`src/rtl/mem_arb_pkg.sv`:
```
// Shared constants and types for the memory-port arbiter: state encoding,
// owner IDs and the command record latched on each grant.
package mem_arb_pkg;

  localparam int ADDR_W = 16;
  localparam int DATA_W = 12;

  localparam logic [1:0] IDLE  = 2'd0;
  localparam logic [1:0] GRANT = 2'd1;
  localparam logic [1:0] RESP  = 2'd2;

  localparam logic OWN_ST  = 1'b0;
  localparam logic OWN_DMA = 1'b1;

  typedef struct packed {
    logic              we;
    logic [ADDR_W-1:0] addr;
    logic [DATA_W-1:0] wdata;
  } mem_cmd_t;

  function automatic mem_cmd_t pack_cmd(input logic we, input logic [ADDR_W-1:0] addr,
                                        input logic [DATA_W-1:0] wdata);
    mem_cmd_t c;
    c.we    = we;
    c.addr  = addr;
    c.wdata = wdata;
    return c;
  endfunction

endpackage

```
`src/rtl/mem_arb_fairness.sv`:
```
// Bounded-starvation tracker: counts ST grants won while DMA was waiting and
// hands priority to DMA once MAX_DEFER of them have gone by.
module mem_arb_fairness
  import mem_arb_pkg::*;
#(
  parameter int MAX_DEFER = 4
) (
  input  logic clock,
  input  logic reset,
  input  logic st_req,
  input  logic dma_req,
  input  logic grant,
  input  logic winner,
  output logic dma_priority
);

  logic [3:0] r_defer_cnt;
  logic       w_at_limit;

  assign w_at_limit   = (r_defer_cnt == 4'(MAX_DEFER));
  assign dma_priority = st_req & dma_req & w_at_limit;

  // A cycle with no DMA request means nobody is being starved, so the count restarts.
  always_ff @(posedge clock) begin
    if (reset) begin
      r_defer_cnt <= 4'd0;
    end else if (!dma_req || (grant && winner == OWN_DMA)) begin
      r_defer_cnt <= 4'd0;
    end else if (grant && winner == OWN_ST && st_req && !w_at_limit) begin
      r_defer_cnt <= r_defer_cnt + 4'd1;
    end
  end

endmodule

```
`src/rtl/mem_port_arbiter.sv`:
```
// Shares one memory port between the pipeline load/store path (ST) and a DMA
// master: IDLE arbitrates, GRANT holds the port command, RESP pulses done.
module mem_port_arbiter
  import mem_arb_pkg::*;
#(
  parameter int MAX_DEFER = 4,
  parameter int TIMEOUT   = 15
) (
  input  logic              clock,
  input  logic              reset,
  input  logic              st_req,
  input  logic              st_we,
  input  logic [ADDR_W-1:0] st_addr,
  input  logic [DATA_W-1:0] st_wdata,
  output logic [DATA_W-1:0] st_rdata,
  output logic              st_done,
  output logic              st_stall,
  input  logic              dma_req,
  input  logic              dma_we,
  input  logic [ADDR_W-1:0] dma_addr,
  input  logic [DATA_W-1:0] dma_wdata,
  output logic [DATA_W-1:0] dma_rdata,
  output logic              dma_done,
  output logic              mem_valid,
  output logic              mem_we,
  output logic [ADDR_W-1:0] mem_addr,
  output logic [DATA_W-1:0] mem_wdata,
  input  logic              mem_ack,
  input  logic [DATA_W-1:0] mem_rdata,
  output logic              timeout_err,
  output logic [1:0]        dbg_state
);

  // Handshakes: a requester holds req (and its command) until its done pulse and
  // drops it on the following edge; a req seen in IDLE is always a new access.
  // On the port, mem_valid is high for every GRANT cycle with a stable command,
  // and mem_ack completes the access only while mem_valid is high.

  logic [1:0]        r_state;
  logic              r_owner;
  mem_cmd_t          r_cmd;
  logic [7:0]        r_wait_cnt;
  logic [DATA_W-1:0] r_st_rdata;
  logic [DATA_W-1:0] r_dma_rdata;
  logic              r_timeout_err;

  logic     w_any_req;
  logic     w_grant;
  logic     w_winner;
  logic     w_dma_priority;
  logic     w_timeout;
  mem_cmd_t w_win_cmd;

  assign w_any_req = st_req | dma_req;
  assign w_grant   = (r_state == IDLE) && w_any_req;
  assign w_winner  = dma_req && (!st_req || w_dma_priority);
  assign w_timeout = (r_state == GRANT) && !mem_ack && (r_wait_cnt == 8'(TIMEOUT - 1));

  always_comb begin
    w_win_cmd = pack_cmd(st_we, st_addr, st_wdata);
    if (w_winner == OWN_DMA) begin
      w_win_cmd = pack_cmd(dma_we, dma_addr, dma_wdata);
    end
  end

  mem_arb_fairness #(
    .MAX_DEFER(MAX_DEFER)
  ) u_fairness (
    .clock       (clock),
    .reset       (reset),
    .st_req      (st_req),
    .dma_req     (dma_req),
    .grant       (w_grant),
    .winner      (w_winner),
    .dma_priority(w_dma_priority)
  );

  always_ff @(posedge clock) begin
    if (reset) begin
      r_state       <= IDLE;
      r_owner       <= OWN_ST;
      r_cmd         <= '0;
      r_wait_cnt    <= 8'd0;
      r_st_rdata    <= '0;
      r_dma_rdata   <= '0;
      r_timeout_err <= 1'b0;
    end else begin
      case (r_state)
        IDLE: begin
          if (w_any_req) begin
            r_state    <= GRANT;
            r_owner    <= w_winner;
            r_cmd      <= w_win_cmd;
            r_wait_cnt <= 8'd0;
          end
        end
        GRANT: begin
          // Ack takes precedence over a timeout landing in the same cycle.
          if (mem_ack) begin
            if (r_owner == OWN_DMA) r_dma_rdata <= mem_rdata;
            else                    r_st_rdata  <= mem_rdata;
            r_state <= RESP;
          end else if (w_timeout) begin
            if (r_owner == OWN_DMA) r_dma_rdata <= '0;
            else                    r_st_rdata  <= '0;
            r_timeout_err <= 1'b1;
            r_state       <= RESP;
          end else if (r_wait_cnt != 8'hFF) begin
            r_wait_cnt <= r_wait_cnt + 8'd1;
          end
        end
        RESP: begin
          r_state <= IDLE;
        end
        default: begin
          r_state <= IDLE;
        end
      endcase
    end
  end

  assign mem_valid   = (r_state == GRANT);
  assign mem_we      = r_cmd.we;
  assign mem_addr    = r_cmd.addr;
  assign mem_wdata   = r_cmd.wdata;
  assign st_done     = (r_state == RESP) && (r_owner == OWN_ST);
  assign dma_done    = (r_state == RESP) && (r_owner == OWN_DMA);
  assign st_stall    = st_req & ~st_done;
  assign st_rdata    = r_st_rdata;
  assign dma_rdata   = r_dma_rdata;
  assign timeout_err = r_timeout_err;
  assign dbg_state   = r_state;

endmodule

```
`config.mk`:
```
export PLATFORM = sky130hd
export DESIGN_NAME = mem_port_arbiter
export DESIGN_NICKNAME = d
export VERILOG_FILES = /design/src/rtl/mem_arb_pkg.sv /design/src/rtl/mem_arb_fairness.sv /design/src/rtl/mem_port_arbiter.sv
export SDC_FILE = /design/constraint.sdc
export NUM_CORES = 1
export LEC_CHECK = 0
export ABC_CLOCK_PERIOD_IN_PS = 2150
export CELL_PAD_IN_SITES_DETAIL_PLACEMENT = 2
export CELL_PAD_IN_SITES_GLOBAL_PLACEMENT = 2
export CORE_ASPECT_RATIO = 1.5
export CORE_MARGIN = 2
export CORE_UTILIZATION = 22
export DETAILED_ROUTE_END_ITERATION = 10
export GPL_TIMING_DRIVEN = 0
export HOLD_SLACK_MARGIN = 0.05
export PLACE_DENSITY = 0.76
export SLEW_MARGIN = 20
export SYNTH_ARGS = -nofsm -noshare
export SYNTH_HDL_FRONTEND = slang
export SYNTH_HIERARCHICAL = 1
export SYNTH_SLANG_ARGS = --single-unit
```
`constraint.sdc`:
```
create_clock -name clock -period 2.15 [get_ports clock]
set_input_delay 0.43 -clock clock [delete_from_list [all_inputs] [get_ports clock]]
set_output_delay 0.43 -clock clock [all_outputs]
set_load 0.005 [all_outputs]
```
After elaboration in Yosys (flattened, before gate mapping)
Cells that the tools add are included.
{"block": "word_totals", "register_bits": 69, "latchBits": 0, "ramBits": 0, "romBits": 0, "out_inout_bits": 60, "elab_cells": 74, "memories": 0}
{"block": "classes", "addsub": 2, "n_mul": 0, "div": 0, "order_cmp": 0, "eq_ne": 10, "shift": 0, "mux": 18, "n_bitwise": 8, "reduce_logical": 26}
{"op": "$mux 12", "count": 8}
{"op": "$mux 8", "count": 4}
{"op": "$mux 29", "count": 1}
{"op": "$pmux 8 s2", "count": 1}
{"op": "$logic_and 1x1->1", "count": 10}
{"op": "$reduce_and 3->1", "count": 3}
{"op": "$add 8x1->8 const B", "count": 1}
{"op": "$eq 8x4->1 const B", "count": 1}
{"op": "$ne 8x8->1 const B", "count": 1}
{"op": "$mux 2", "count": 3}
{"op": "$ne 2x2->1 const B", "count": 3}
{"op": "$reduce_and 5->1", "count": 1}
{"op": "$add 4x1->4 const B", "count": 1}
{"op": "$eq 4x3->1 const B", "count": 1}
{"op": "$logic_not 1->1", "count": 4}
{"op": "$not 1->1", "count": 4}
{"op": "$pmux 2 s2", "count": 1}
{"op": "$reduce_and 2->1", "count": 2}
{"op": "$reduce_bool 2->1", "count": 2}
{"op": "$and 1x1->1", "count": 3}
{"op": "$ne 3x1->1 const B", "count": 1}
{"op": "$eq 2x1->1 const B", "count": 1}
{"op": "$eq 2x2->1 const B", "count": 1}
{"op": "$logic_not 2->1", "count": 1}
{"op": "4 further kinds", "count": 5}

Logic depth before layout (Yosys ltp)
Gate-level depths: netlist of the first run.
{"block": "logic_depth", "depth_word": 8, "depth_mapped": 10}

Cells and area by module
Netlist of the first run, hierarchy kept.
{"module": "mem_port_arbiter", "instances": 1, "cells_per_inst": 306, "area_each_um2": 2901.5, "seq_area_each_um2": 1301.2}
{"module": "mem_arb_fairness", "instances": 1, "cells_per_inst": 29, "area_each_um2": 245.2, "seq_area_each_um2": 80.1}

Worst setup path after synthesis of the first run
No wires, ideal clock.
{"block": "synth_path", "kind": "reg2reg", "start": "register u_fairness.r_defer_cnt[0]", "end": "register u_fairness.r_defer_cnt[3]", "setup_ns": 0.070, "arrival_time_ns": 2.165, "required_ns": 2.080, "setup_slack_ns": -0.085, "path_stages_with_launch": 11, "path_buffers": 1, "period_less_slack_ns": 2.235, "cell_sequence": "dfxtp_1 -> inv_1 -> ha_1 -> and3b_4 -> and3_2 -> inv_1 -> a21boi_1 -> buf_2 -> nand3b_1 -> or4_1 -> a21oi_1"}
{"block": "synth_via", "elab_chain_cells": 8, "word_cells_on_any_way": 13, "classes_between": "add/sub: 1; eq/ne: 1; bitwise: 2; reduce/logical: 9"}
{"element": "start, declared", "line_no": "mem_arb_fairness.sv:17", "rtl": "logic [3:0] r_defer_cnt;"}
{"element": "start signal, assigned", "line_no": "mem_arb_fairness.sv:30", "rtl": "r_defer_cnt <= r_defer_cnt + 4'd1;"}
{"element": "$eq 4x3->1 *", "line_no": "mem_arb_fairness.sv:20", "rtl": "assign w_at_limit = (r_defer_cnt == 4'(MAX_DEFER));"}
{"element": "$and 1x1->1 *", "line_no": "mem_arb_fairness.sv:21", "rtl": "assign dma_priority = st_req & dma_req & w_at_limit;"}
{"element": "net w_dma_priority", "line_no": "mem_port_arbiter.sv:50", "rtl": "logic w_dma_priority;"}
{"element": "$logic_or 1x1->1 *", "line_no": "mem_port_arbiter.sv:56", "rtl": "assign w_winner = dma_req && (!st_req || w_dma_priority);"}
{"element": "$logic_and 1x1->1 *", "line_no": "mem_port_arbiter.sv:56"}
{"element": "net w_winner", "line_no": "mem_port_arbiter.sv:49", "rtl": "logic w_winner;"}
{"element": "$not 1->1", "line_no": "mem_arb_fairness.sv:29", "rtl": "end else if (grant && winner == OWN_ST && st_req && !w_at_limit) begin"}
{"element": "$logic_and 1x1->1 (3 in series)", "line_no": "mem_arb_fairness.sv:29"}
Mark *: on every way through the listed nets, which the timed path passes. The rest lies on a longest branch.
A chain may end at the register's enable or synchronous reset.

Final worst setup path of the first run
Ends and elaborated chain as after synthesis.

==> impl_summary.log, run 1 <==
[metrics] area fraction in and, or, nand and nor cells after synthesis: 0.1785
[metrics] routability cong.: 0.8107
[metrics] Cell Area, Synth: 3147 um^2
[metrics] register clock-pin slew on the reported worst setup and hold paths: 0.06 ns
[metrics] horizontal die dimension: 101.7 um
[metrics] outcome: finished, violations left
[metrics] predominant post-synthesis flop cell: sky130_fd_sc_hd__dfxtp_1
[metrics] final routed DRC violation total: 0
[metrics] share of synthesized flip-flops with an asynchronous set or reset: 0
[metrics] post-synthesis cell count: 335
[metrics] Slew HR: 0.5854
[metrics] XOR/XNOR Fraction of Synth Area: 0
[metrics] unrepaired setup endpoints after global routing: true
[metrics] area growth from synthesis to final layout: 65.53%
[metrics] worst setup margin: -0.01714 ns
[metrics] EDFF count, synth: 0
[metrics] final sum of negative setup slack: -0.01714 ns
[metrics] post-route clock period utilization: 1.008
[metrics] power density cells: 684.9 nW/um^2
[metrics] synth top area cells: sky130_fd_sc_hd__dfxtp_1 (44%), sky130_fd_sc_hd__mux2i_1 (17%), sky130_fd_sc_hd__a211oi_1 (7.2%), sky130_fd_sc_hd__nor2_1 (4.3%), sky130_fd_sc_hd__nand2_1 (3.5%)
[metrics] Synth Area in Adders: 0.01590
[metrics] WL met1: 4158 um
[metrics] buffer levels on the longest clock path: 2
[metrics] measured slew at the worst slew-check pin: 0.6171 ns
[metrics] mux cell area share after synthesis: 0.1753
[metrics] GRT Total Usage: 0.1526
[metrics] maximum operating frequency: 0.4614 GHz
[metrics] share of Yosys cell area claimed by the top area cell type: 0.4390
[metrics] final std cell area, no fill: 5209 um^2
[metrics] share of synthesized area occupied by flip-flops and latches: 0.4390
[metrics] die outline height: 150.5 um
[metrics] number of max-cap violations: 0
[metrics] Initial Utilization: 0.2249
[metrics] TritonCTS clock tree: done
[metrics] fin util: 0.3723
[metrics] die outline area: 15300 um^2
[metrics] class of the tightest hold or removal check: flip-flop to flip-flop
[metrics] wire length per cell: 16.65 um
[metrics] share of layout cells above drive strength 1: 0.1277
[metrics] Placement Rows: 53
[metrics] Synth Net Count: 414
[metrics] setup clock skew after layout: 0.005360 ns
[metrics] antenna diode instance count: 0
[metrics] TritonCTS Buffers: 9
[metrics] largest net degree at the start of global routing: 13
[metrics] Met2 Routed Length: 6383 um
[metrics] number of global-route vias before repair: 3516
[metrics] worst hold slack across all endpoints: 0.4629 ns
[metrics] CTS Hold Bufs: 0
[metrics] leakage dissipation: 0.002021 uW
[metrics] combinational family with the most area after synthesis: simple AND/OR/NAND/NOR gates
[metrics] cell accounting for the most synthesized area: sky130_fd_sc_hd__dfxtp_1
[metrics] wire length of the first global-routing pass: 17850 um
[metrics] critical path launch point type: flip-flop
[metrics] share of the synthesized area in compound gates (AO/OA/AOI/OAI): 0.1416
[metrics] DRT antenna net count: 0
[metrics] instance area at placement: 4731 um^2
[metrics] final count of hold timing violations: 0
[metrics] Distinct cells, synth: 44
[metrics] maximum vdd drop: 0.2798 mV
[metrics] required time at the worst-slack endpoint: 2.41 ns
[metrics] Floorplan Core Area: 13990 um^2
[metrics] number of optimization iterations in the first detailed-route pass: 4
[metrics] routed vias/inst: 4.633
[metrics] uppermost metal layer occupied by signal nets: met4
[metrics] leading post-synthesis cells by instance count: sky130_fd_sc_hd__dfxtp_1 (69), sky130_fd_sc_hd__mux2i_1 (54), sky130_fd_sc_hd__nor2_1 (36), sky130_fd_sc_hd__a211oi_1 (30), sky130_fd_sc_hd__nand2_1 (29)
[metrics] DRC marker count from the first detailed-route iteration: 54
[metrics] leading cell type by number of instances after synthesis: sky130_fd_sc_hd__dfxtp_1
[metrics] count of input and output buffers: 134
[metrics] register bit total from synthesis: 69
[metrics] count of clock tree sinks: 69
[metrics] global-route congestion overflow total: 0
[metrics] total detailed-routing wirelength: 11540 um
[metrics] Yosys warning count: 6
[metrics] CP Data Arrival Time: 2.43 ns
[metrics] average footprint of a synthesized cell: 9.393 um^2
[metrics] nets: 575
[metrics] DP Wirelength: 8897 um
[metrics] final count of negative-setup-slack endpoints: 1
[metrics] number of slew-limit violations in the final report: 0
[metrics] amount of wire on met3 after detailed routing: 788 um
[metrics] worst-path maximum fanout: 6
[metrics] Root Driver: sky130_fd_sc_hd__clkbuf_16
[metrics] boundary pin count: 135
[metrics] final critical-path required period: 2.167 ns
[metrics] kind of end point of the critical path: flip-flop
[metrics] clock latency at the later pin of the worst-skew pair: 0.33 ns
[metrics] via count of the routed design: 3211
[metrics] number of antenna violations at the first check in global routing: 0
[metrics] violations in the final reports: setup timing
[metrics] maximum level of the CTS H-tree: 3
[metrics] kind of critical path: flip-flop to flip-flop
-- report_power, final --
group	switching (uW)	leakage, uW	total [uW]	internal, uW
clock	553	0.000149	1470	921
combinational	299	0.00131	689	390
sequential	47.7	0.000566	1400	1360
-- final timing paths --
path | slack, ns | end | depth (start not counted) | start
worst max-delay path | -0.02 | u_fairness/r_defer_cnt[3]$_SDFFE_PP0P_ | 10 | u_fairness/r_defer_cnt[0]$_SDFFE_PP0P_
worst max register to register | -0.02 | u_fairness/r_defer_cnt[3]$_SDFFE_PP0P_ | 10 | u_fairness/r_defer_cnt[0]$_SDFFE_PP0P_
worst min-delay path | 0.46 | dma_rdata[4]$_SDFFE_PP0P_ | 2 | dma_rdata[4]$_SDFFE_PP0P_
worst min register to register | 0.46 | dma_rdata[4]$_SDFFE_PP0P_ | 2 | dma_rdata[4]$_SDFFE_PP0P_
-- state kept, by name (all words and copies together), names as in the netlist --
signal                  cells
dbg_state                   2
st_rdata                   12
u_fairness/r_defer_cnt      4
timeout_err                 1
mem_we                      1
mem_addr                   16
dma_rdata                  12
mem_wdata                  12
r_owner                     1
r_wait_cnt                  8
-- stage by stage --
step                setup WS [ns]  cells  total power, uW
global route             -0.09042    693             3751
CTS                      0.007372    684             3605
floorplan                 0.01530    335             1696
global placement          -0.7861    661             2075
finish                   -0.01714    693             3568
detailed placement        -0.8623    661             2099
-- metal layers --
metal,GRT usage,vias to the layer above
met5,0,-
met4,0.06419,0
met3,0.04132,15
met2,0.2905,118
met1,0.1511,1543
li1,-,1535
-- cells in the final DEF (no fill, tap or decap), types with 4 or more instances in the layout --
cell type	netlist	layout
sky130_fd_sc_hd__a211oi_1	30	30
sky130_fd_sc_hd__a21oi_1	4	4
sky130_fd_sc_hd__a221oi_1	4	4
sky130_fd_sc_hd__buf_1	5	4
sky130_fd_sc_hd__buf_4	1	19
sky130_fd_sc_hd__clkbuf_1	10	10
sky130_fd_sc_hd__clkbuf_16	0	9
sky130_fd_sc_hd__clkdlybuf4s50_1	0	133
sky130_fd_sc_hd__clkinv_2	0	4
sky130_fd_sc_hd__dfxtp_1	69	66
sky130_fd_sc_hd__inv_1	9	5
sky130_fd_sc_hd__mux2i_1	54	54
sky130_fd_sc_hd__nand2_1	29	29
sky130_fd_sc_hd__nand3_1	20	20
sky130_fd_sc_hd__nand3b_1	5	5
sky130_fd_sc_hd__nor2_1	36	36
sky130_fd_sc_hd__nor3_1	4	4
sky130_fd_sc_hd__o32ai_1	4	4
-- critical path, cell delays in order (launching register included) --
cell and delay (ns):
sky130_fd_sc_hd__dfxtp_2 0.33, sky130_fd_sc_hd__inv_2 0.05, sky130_fd_sc_hd__ha_4 0.15, sky130_fd_sc_hd__and3b_4 0.17, sky130_fd_sc_hd__and3_4 0.18, sky130_fd_sc_hd__inv_4 0.05, sky130_fd_sc_hd__a21boi_4 0.05, sky130_fd_sc_hd__buf_6 0.13
sky130_fd_sc_hd__nand3b_1 0.26, sky130_fd_sc_hd__or4_1 0.57, sky130_fd_sc_hd__a21oi_1 0.15
-- cell families after synthesis --
logic type,Yosys count
DFF,69
buffers and inverters,33
AOI/OAI and AO/OA,60
adders and majority gates,4
and+or+nand+nor,114
muxes,55
-- final cells by class --
cell class	count	area, um^2
buffer	21	123.9
sequential	69	1385
clock inverter	5	50.05
clock buffer	11	242.7
fill	1531	8783
inverter	11	46.29
tap	192	240.2
timing repair buffer	151	1468
multi-input combinational	233	1653
-- what timing repair did --
| action | 4_1_cts | 5_1_grt |
|---|---|---|
| pin swaps | 4 | 6 |
| endpoints found under the setup margin | 35 | 4 |
| buffers inserted | 8 | 9 |
| gates resized for setup | 16 | 7 |
No activity file was read; power rests on OpenSTA's default activity.
==> run 2: changes to the inputs <==
--- a/config.mk
+++ b/config.mk
@@ -8,8 +8,7 @@
 export ABC_CLOCK_PERIOD_IN_PS = 2150
 export CELL_PAD_IN_SITES_DETAIL_PLACEMENT = 2
 export CELL_PAD_IN_SITES_GLOBAL_PLACEMENT = 2
-export CORE_ASPECT_RATIO = 1.5
-export CORE_MARGIN = 2
+export CORE_MARGIN = 1.5
 export CORE_UTILIZATION = 22
 export DETAILED_ROUTE_END_ITERATION = 10
 export GPL_TIMING_DRIVEN = 0
==> run 2 against run 1 <==
The run now ends clean. Register-to-register slack better by 0.09 ns. Flip-flop and latch count is the same. Wire length grew 2.3%. Combinational power is 0.7% lower. Worst hold slack improved by 0.0047 ns.
==> impl_summary.log, run 2 (synthesis results as in run 1) <==
[metrics] routed vias/inst: 4.738 (+2.3%)
[metrics] worst setup margin: 0.07513 ns (+0.09228 ns)
[metrics] number of optimization iterations in the first detailed-route pass: 4 (unchanged)
[metrics] class of the tightest hold or removal check: flip-flop to flip-flop
[metrics] DRC marker count from the first detailed-route iteration: 123 (+130%)
[metrics] number of max-cap violations: 0 (unchanged)
[metrics] TritonCTS clock tree: done
[metrics] antenna diode instance count: 0 (unchanged)
[metrics] footprint of the flip-flops and latches: 1385 um^2 (unchanged)
[metrics] wire length per cell: 17.67 um (+6.1%)
[metrics] proportion of power drawn by the clock network: 0.392 (-0.021)
[metrics] final sum of negative setup slack: 0 ns (+0.01714 ns)
[metrics] final routed DRC violation total: 0 (unchanged)
[metrics] power density cells: 674.8 nW/um^2 (-1.5%)
[metrics] CP Data Arrival Time: 2.30 ns (-0.13 ns)
[metrics] die outline height: 122.6 um (-19%)
[metrics] setup slack of the worst register-to-register path: 0.08 ns (+0.09 ns)
[metrics] fin util: 0.3653 (-0.006992)
[metrics] cell internal pwr: 2534 uW (-5.0%)
[metrics] Seq pwr share: 0.409 (+0.015)
[metrics] register clock-pin slew on the reported worst setup and hold paths: 0.05 ns (about the same)
[metrics] number of global-route vias before repair: 3420 (-2.7%)
[metrics] cell count of the worst reg-to-reg path: 6 (-4)
[metrics] final count of negative-setup-slack endpoints: 0 (-1)
[metrics] area used by multi-input combinational logic: 1653 um^2 (unchanged)
[metrics] area growth from synthesis to final layout: 61.75%
[metrics] worst setup slack after placement: -0.8390 ns (+0.02329 ns)
[metrics] final count of hold timing violations: 0 (unchanged)
[metrics] clock latency at the later pin of the worst-skew pair: 0.33 ns (about the same)
[metrics] buffer levels on the longest clock path: 2 (unchanged)
[metrics] switching share of power: 0.2624 (+0.01025)
[metrics] measured slew at the worst slew-check pin: 0.5960 ns (-0.02112 ns)
[metrics] worst-path maximum fanout: 5 (-1)
[metrics] kind of end point of the critical path: flip-flop
[metrics] boundary pin count: 135 (unchanged)
[metrics] switching power of the nets: 901.1 uW (+0.18%)
[metrics] wire length of the first global-routing pass: 18050 um (+1.1%)
[metrics] setup clock skew after layout: 0.006614 ns (+0.001254 ns)
[metrics] combinational group share of total power: 0.199 (+0.006)
[metrics] end of the worst hold path: st_rdata[6]$_SDFFE_PP0P_
[metrics] Final Total Pwr: 3435 uW (-3.7%)
[metrics] most frequent standard cell in the layout excluding fill and tap cells: sky130_fd_sc_hd__clkdlybuf4s50_1
[metrics] horizontal die dimension: 122.6 um (+21%)
[metrics] GRT Total Usage: 0.1572 (+0.004650)
[metrics] count of clock tree sinks: 69 (unchanged)
[metrics] required time at the worst-slack endpoint: 2.37 ns (-0.04 ns)
[metrics] maximum operating frequency: 0.4820 GHz (+4.4%)
[metrics] routability cong.: 0.8047 (-0.74%)
[metrics] CTS Hold Bufs: 0 (unchanged)
[metrics] Placement Rows: 43 (-19%)
[metrics] DRT antenna net count: 0 (unchanged)
[metrics] Initial Utilization: 0.2258 (+0.0009289)
[metrics] Slew HR: 0.6027 (+0.01725)
[metrics] nets: 563 (-2.1%)
[metrics] maximum level of the CTS H-tree: 3 (unchanged)
[metrics] start point of the worst hold path: st_rdata[6]$_SDFFE_PP0P_
[metrics] instance count along the most critical hold path: 2 (unchanged)
[metrics] share of layout cells above drive strength 1: 0.1066 (-0.02119)
[metrics] fillcell total: 1510 (-1.4%)
[metrics] most used cells in the layout excluding fill and tap cells: sky130_fd_sc_hd__clkdlybuf4s50_1 (133), sky130_fd_sc_hd__dfxtp_1 (66), sky130_fd_sc_hd__mux2i_1 (54)
[metrics] Root Driver: sky130_fd_sc_hd__clkbuf_16
[metrics] total detailed-routing wirelength: 11810 um (+2.3%)
[metrics] Floorplan Core Area: 13930 um^2 (-0.41%)
[metrics] TritonCTS Buffers: 9 (unchanged)
[metrics] DP Wirelength: 9060 um (+1.8%)
[metrics] die outline area: 15030 um^2 (-1.7%)
[metrics] number of antenna violations at the first check in global routing: 0 (unchanged)
[metrics] final critical-path required period: 2.075 ns (-0.09228 ns)
[metrics] count of input and output buffers: 134 (unchanged)
[metrics] Largest register FFs: 16 (unchanged)
[metrics] global-route congestion overflow total: 0 (unchanged)
[metrics] leakage dissipation: 0.001948 uW (-3.6%)
[metrics] worst r2r dst: r_wait_cnt[1]$_SDFFE_PP0P_
[metrics] via count of the routed design: 3165 (-1.4%)
[metrics] worst reg2reg path startpoint: r_wait_cnt[0]$_SDFFE_PP0P_
[metrics] kind of critical path: flip-flop to flip-flop
[metrics] critical path launch point type: flip-flop
[metrics] number of slew-limit violations in the final report: 0 (unchanged)
[metrics] post-route clock period utilization: 0.9651 (-0.04292)
[metrics] largest net degree at the start of global routing: 13 (unchanged)
[metrics] worst hold slack across all endpoints: 0.4676 ns (+0.004674 ns)
[metrics] maximum vdd drop: 0.3117 mV (+11%)
[metrics] outcome: complete, no violations
[metrics] unrepaired setup endpoints after global routing: true
run 2: through the flow:
step / cells / area, um^2
6_report: 668 / 5090
5_1_grt: 668 / 5090
3_5_place_dp: 649 / 4716
2_1_floorplan: 335 / 3149
3_3_place_gp: 649 / 4716
4_1_cts: 667 / 5065
run 2: worst max path at each step:
stage,start,endpoint,cells past startpoint
floorplan,u_fairness/r_defer_cnt[0]$_SDFFE_PP0P_,u_fairness/r_defer_cnt[3]$_SDFFE_PP0P_,10
global placement,st_req,u_fairness/r_defer_cnt[3]$_SDFFE_PP0P_,7
CTS,dma_req,u_fairness/r_defer_cnt[3]$_SDFFE_PP0P_,7
detailed placement,st_req,u_fairness/r_defer_cnt[3]$_SDFFE_PP0P_,7
global route,u_fairness/r_defer_cnt[0]$_SDFFE_PP0P_,u_fairness/r_defer_cnt[2]$_SDFFE_PP0P_,11
finish,r_wait_cnt[0]$_SDFFE_PP0P_,r_wait_cnt[1]$_SDFFE_PP0P_,6
run 2: power by group through the flow:
stage | clock network, uW | logic (uW) | registers [uW]
CTS | 1380 | 693 | 1400
finish | 1350 | 684 | 1400
global placement | 0 | 649 | 1430
floorplan | 0 | 267 | 1430
detailed placement | 0 | 672 | 1430
global route | 1440 | 740 | 1410
run 2: repair_timing:
item | 4_1_cts | 5_1_grt
pin swaps | 4 | 3
setup buffers | 4 | 1
endpoints found under the setup margin | 33 | 8
cloned | 0 | 0
gates resized for setup | 18 | 4
run 2: final cells by class:
class / count / share of cell area
multi-input cells: 233 / 0.3247
repair buffers: 139 / 0.2731
flip-flops and latches: 69 / 0.2721
clock buffers: 10 / 0.04695
well taps: 180 / 0.04425
plain buffers: 21 / 0.02483
inverters: 11 / 0.008604
clock inverters: 5 / 0.005408
run 2: critical path: stages, from the launching register on:
cell and delay (ns):
sky130_fd_sc_hd__dfxtp_1 0.39, sky130_fd_sc_hd__inv_1 0.10, sky130_fd_sc_hd__ha_1 0.21, sky130_fd_sc_hd__and4b_4 0.20, sky130_fd_sc_hd__a211o_1 0.40, sky130_fd_sc_hd__a21oi_2 0.29
sky130_fd_sc_hd__mux2_2 0.37
run 2: layer usage:
layer	up-vias	GRT usage	part of all wire
met5	-	0	0
met4	0	0.05814	0.020
li1	1511	-	-
met3	15	0.02695	0.028
met2	57	0.2849	0.54
met1	1582	0.1845	0.41
==> run 3: changes to the inputs <==
--- a/config.mk
+++ b/config.mk
@@ -5,15 +5,15 @@
 export SDC_FILE = /design/constraint.sdc
 export NUM_CORES = 1
 export LEC_CHECK = 0
-export ABC_CLOCK_PERIOD_IN_PS = 2150
+export ABC_CLOCK_PERIOD_IN_PS = 2250
 export CELL_PAD_IN_SITES_DETAIL_PLACEMENT = 2
 export CELL_PAD_IN_SITES_GLOBAL_PLACEMENT = 2
 export CORE_MARGIN = 1.5
-export CORE_UTILIZATION = 22
+export CORE_UTILIZATION = 24
 export DETAILED_ROUTE_END_ITERATION = 10
 export GPL_TIMING_DRIVEN = 0
 export HOLD_SLACK_MARGIN = 0.05
-export PLACE_DENSITY = 0.76
+export PLACE_DENSITY = 0.78
 export SLEW_MARGIN = 20
 export SYNTH_ARGS = -nofsm -noshare
 export SYNTH_HDL_FRONTEND = slang
==> constraint.sdc (replaced) <==
create_clock -name clock -period 2.25 [get_ports clock]
set_input_delay 0.45 -clock clock [delete_from_list [all_inputs] [get_ports clock]]
set_output_delay 0.45 -clock clock [all_outputs]
set_load 0.005 [all_outputs]
==> run 3 against run 2 <==
Die area fell by 8.1%. Critical endpoint is now u_fairness/r_defer_cnt[3]$_SDFFE_PP0P_. Critical path type unchanged. Sequential share of layout area decreased by 0.29 points. Sequential power fell by 4%. Largest power group is now the clock network.
==> impl_summary.log, run 3 (synthesis results as in run 1) <==
[metrics] Slew HR: 0.5439 (-0.05876)
[metrics] area growth from synthesis to final layout: 63.50%
[metrics] Root Driver: sky130_fd_sc_hd__clkbuf_16
[metrics] TritonCTS clock tree: done
[metrics] final sum of negative setup slack: 0 ns (unchanged)
[metrics] via count of the routed design: 3203 (+1.2%)
[metrics] kind of end point of the critical path: flip-flop
[metrics] Initial Utilization: 0.2473 (+0.02152)
[metrics] die outline height: 117.5 um (-4.2%)
[metrics] worst hold slack across all endpoints: 0.4631 ns (-0.004493 ns)
[metrics] fin util: 0.4044 (+0.03914)
[metrics] register clock-pin slew on the reported worst setup and hold paths: 0.06 ns (about the same)
[metrics] leakage dissipation: 0.001987 uW (+2.0%)
[metrics] Top Family by Delay on Critical Path: simple AND/OR/NAND/NOR gates
[metrics] CP Data Arrival Time: 2.43 ns (+0.13 ns)
[metrics] wire length per cell: 17.95 um (+1.6%)
[metrics] post-route clock period utilization: 0.9583 (-0.006745)
[metrics] DRT antenna net count: 0 (unchanged)
[metrics] share of layout cells above drive strength 1: 0.1122 (+0.005688)
[metrics] cell at the slowest stage of the critical path: sky130_fd_sc_hd__or4_4
[metrics] maximum vdd drop: 0.3511 mV (+13%)
[metrics] final count of negative-setup-slack endpoints: 0 (unchanged)
[metrics] number of antenna violations at the first check in global routing: 0 (unchanged)
[metrics] combined buffer and inverter count along the critical path: 3 (+2)
[metrics] final critical-path required period: 2.156 ns (+0.08133 ns)
[metrics] fillcell total: 1411 (-6.6%)
[metrics] most frequent standard cell in the layout excluding fill and tap cells: sky130_fd_sc_hd__clkdlybuf4s50_1
[metrics] critical path launch point type: flip-flop
[metrics] Floorplan Core Area: 12720 um^2 (-8.7%)
[metrics] TritonCTS Buffers: 9 (unchanged)
[metrics] global-route congestion overflow total: 0 (unchanged)
[metrics] number of max-cap violations: 0 (unchanged)
[metrics] Final Total Pwr: 3577 uW (+4.1%)
[metrics] maximum level of the CTS H-tree: 3 (unchanged)
[metrics] buffer levels on the longest clock path: 2 (unchanged)
[metrics] GRT Total Usage: 0.1769 (+0.01974)
[metrics] maximum operating frequency: 0.4638 GHz (-3.8%)
[metrics] kind of critical path: flip-flop to flip-flop
[metrics] most used cells in the layout excluding fill and tap cells: sky130_fd_sc_hd__clkdlybuf4s50_1 (133), sky130_fd_sc_hd__dfxtp_1 (66), sky130_fd_sc_hd__mux2i_1 (54)
[metrics] CTS Hold Bufs: 0 (unchanged)
[metrics] largest net degree at the start of global routing: 13 (unchanged)
[metrics] number of optimization iterations in the first detailed-route pass: 4 (unchanged)
[metrics] routability cong.: 0.8381 (+4.2%)
[metrics] measured slew at the worst slew-check pin: 0.6789 ns (+0.08292 ns)
[metrics] worst-path maximum fanout: 6 (+1)
[metrics] routed vias/inst: 4.838 (+2.1%)
[metrics] wire length of the first global-routing pass: 19390 um (+7.4%)
[metrics] required time at the worst-slack endpoint: 2.52 ns (+0.15 ns)
[metrics] power density cells: 695.2 nW/um^2 (+3.0%)
[metrics] die outline area: 13810 um^2 (-8.1%)
[metrics] setup clock skew after layout: 0.003460 ns (-0.003154 ns)
[metrics] Largest register FFs: 16 (unchanged)
[metrics] number of slew-limit violations in the final report: 0 (unchanged)
[metrics] horizontal die dimension: 117.5 um (-4.2%)
[metrics] final count of hold timing violations: 0 (unchanged)
[metrics] sequence of cells on the critical path: inv_1 > ha_2 > and3b_4 > and3_4 > inv_2 > a21boi_4 > buf_6 > nand3b_1 > or4_4 > a21oi_2
[metrics] Placement Rows: 41 (-4.7%)
[metrics] number of global-route vias before repair: 3500 (+2.3%)
[metrics] nets: 564 (+0.18%)
[metrics] antenna diode instance count: 0 (unchanged)
[metrics] outcome: complete, no violations
[metrics] class of the tightest hold or removal check: flip-flop to flip-flop
[metrics] count of input and output buffers: 134 (unchanged)
[metrics] clock latency at the later pin of the worst-skew pair: 0.34 ns (about the same)
[metrics] unrepaired setup endpoints after global routing: false
[metrics] DP Wirelength: 8680 um (-4.2%)
[metrics] count of clock tree sinks: 69 (unchanged)
[metrics] total detailed-routing wirelength: 11890 um (+0.68%)
[metrics] slowest cell delay on critical path: 0.54 ns (+0.14 ns)
[metrics] boundary pin count: 135 (unchanged)
[metrics] DRC marker count from the first detailed-route iteration: 78 (-37%)
[metrics] final routed DRC violation total: 0 (unchanged)
## run 3: worst paths after layout
kind | slack (ns) | endpoint | start | cells after the start
worst max-delay path | 0.09 | u_fairness/r_defer_cnt[3]$_SDFFE_PP0P_ | u_fairness/r_defer_cnt[0]$_SDFFE_PP0P_ | 10
worst min-delay path | 0.46 | st_rdata[8]$_SDFFE_PP0P_ | st_rdata[8]$_SDFFE_PP0P_ | 2
worst max register to register | 0.09 | u_fairness/r_defer_cnt[3]$_SDFFE_PP0P_ | u_fairness/r_defer_cnt[0]$_SDFFE_PP0P_ | 10
worst min register to register | 0.46 | st_rdata[8]$_SDFFE_PP0P_ | st_rdata[8]$_SDFFE_PP0P_ | 2
## run 3: layout make-up
| cell class | instances | area, um^2 | area share |
|---|---|---|---|
| flip-flops and latches | 69 | 1385 | 0.2692 |
| plain buffers | 21 | 123.9 | 0.02408 |
| repair buffers | 140 | 1393 | 0.2707 |
| inverters | 11 | 43.79 | 0.008512 |
| well taps | 172 | 215.2 | 0.04183 |
| clock inverters | 5 | 82.58 | 0.01605 |
| clock buffers | 11 | 252.7 | 0.04912 |
| multi-input cells | 233 | 1649 | 0.3205 |
## run 3: stage by stage
step | cell area (um^2) | worst slack, ns | instances
6_report | 5145 | 0.09381 | 662
5_1_grt | 5145 | 0.01748 | 662
4_1_cts | 5085 | 0.01511 | 660
3_5_place_dp | 4703 | -0.8173 | 641
3_3_place_gp | 4703 | -0.7453 | 641
2_1_floorplan | 3147 | 0.01520 | 335
## run 3: power by group
part,leakage (uW),switching [uW],internal [uW],total [uW]
registers,0.000566,46.0,1300,1340
clock network,0.000166,548,1030,1580
logic,0.00126,290,364,654
## run 3: worst reg2reg max path: stages (launching register included)
cell and delay (ns):
sky130_fd_sc_hd__dfxtp_2 0.33, sky130_fd_sc_hd__inv_1 0.06, sky130_fd_sc_hd__ha_2 0.19, sky130_fd_sc_hd__and3b_4 0.20
sky130_fd_sc_hd__and3_4 0.19, sky130_fd_sc_hd__inv_2 0.07, sky130_fd_sc_hd__a21boi_4 0.08, sky130_fd_sc_hd__buf_6 0.14
sky130_fd_sc_hd__nand3b_1 0.19, sky130_fd_sc_hd__or4_4 0.54, sky130_fd_sc_hd__a21oi_2 0.12
## run 3: repair_timing
action / CTS / global route
endpoints found under the setup margin: 33 / 35
gates resized for setup: 9 / 14
buffers inserted: 4 / 2
pin swaps: 0 / 3
## run 3: layer usage
metal | up-vias | routed length (um) | GRT usage
met5 | - | 0 | 0
met4 | 0 | 196 | 0.07088
met3 | 13 | 330 | 0.02568
met2 | 53 | 6337 | 0.3243
met1 | 1623 | 5021 | 0.2065
li1 | 1514 | - | -
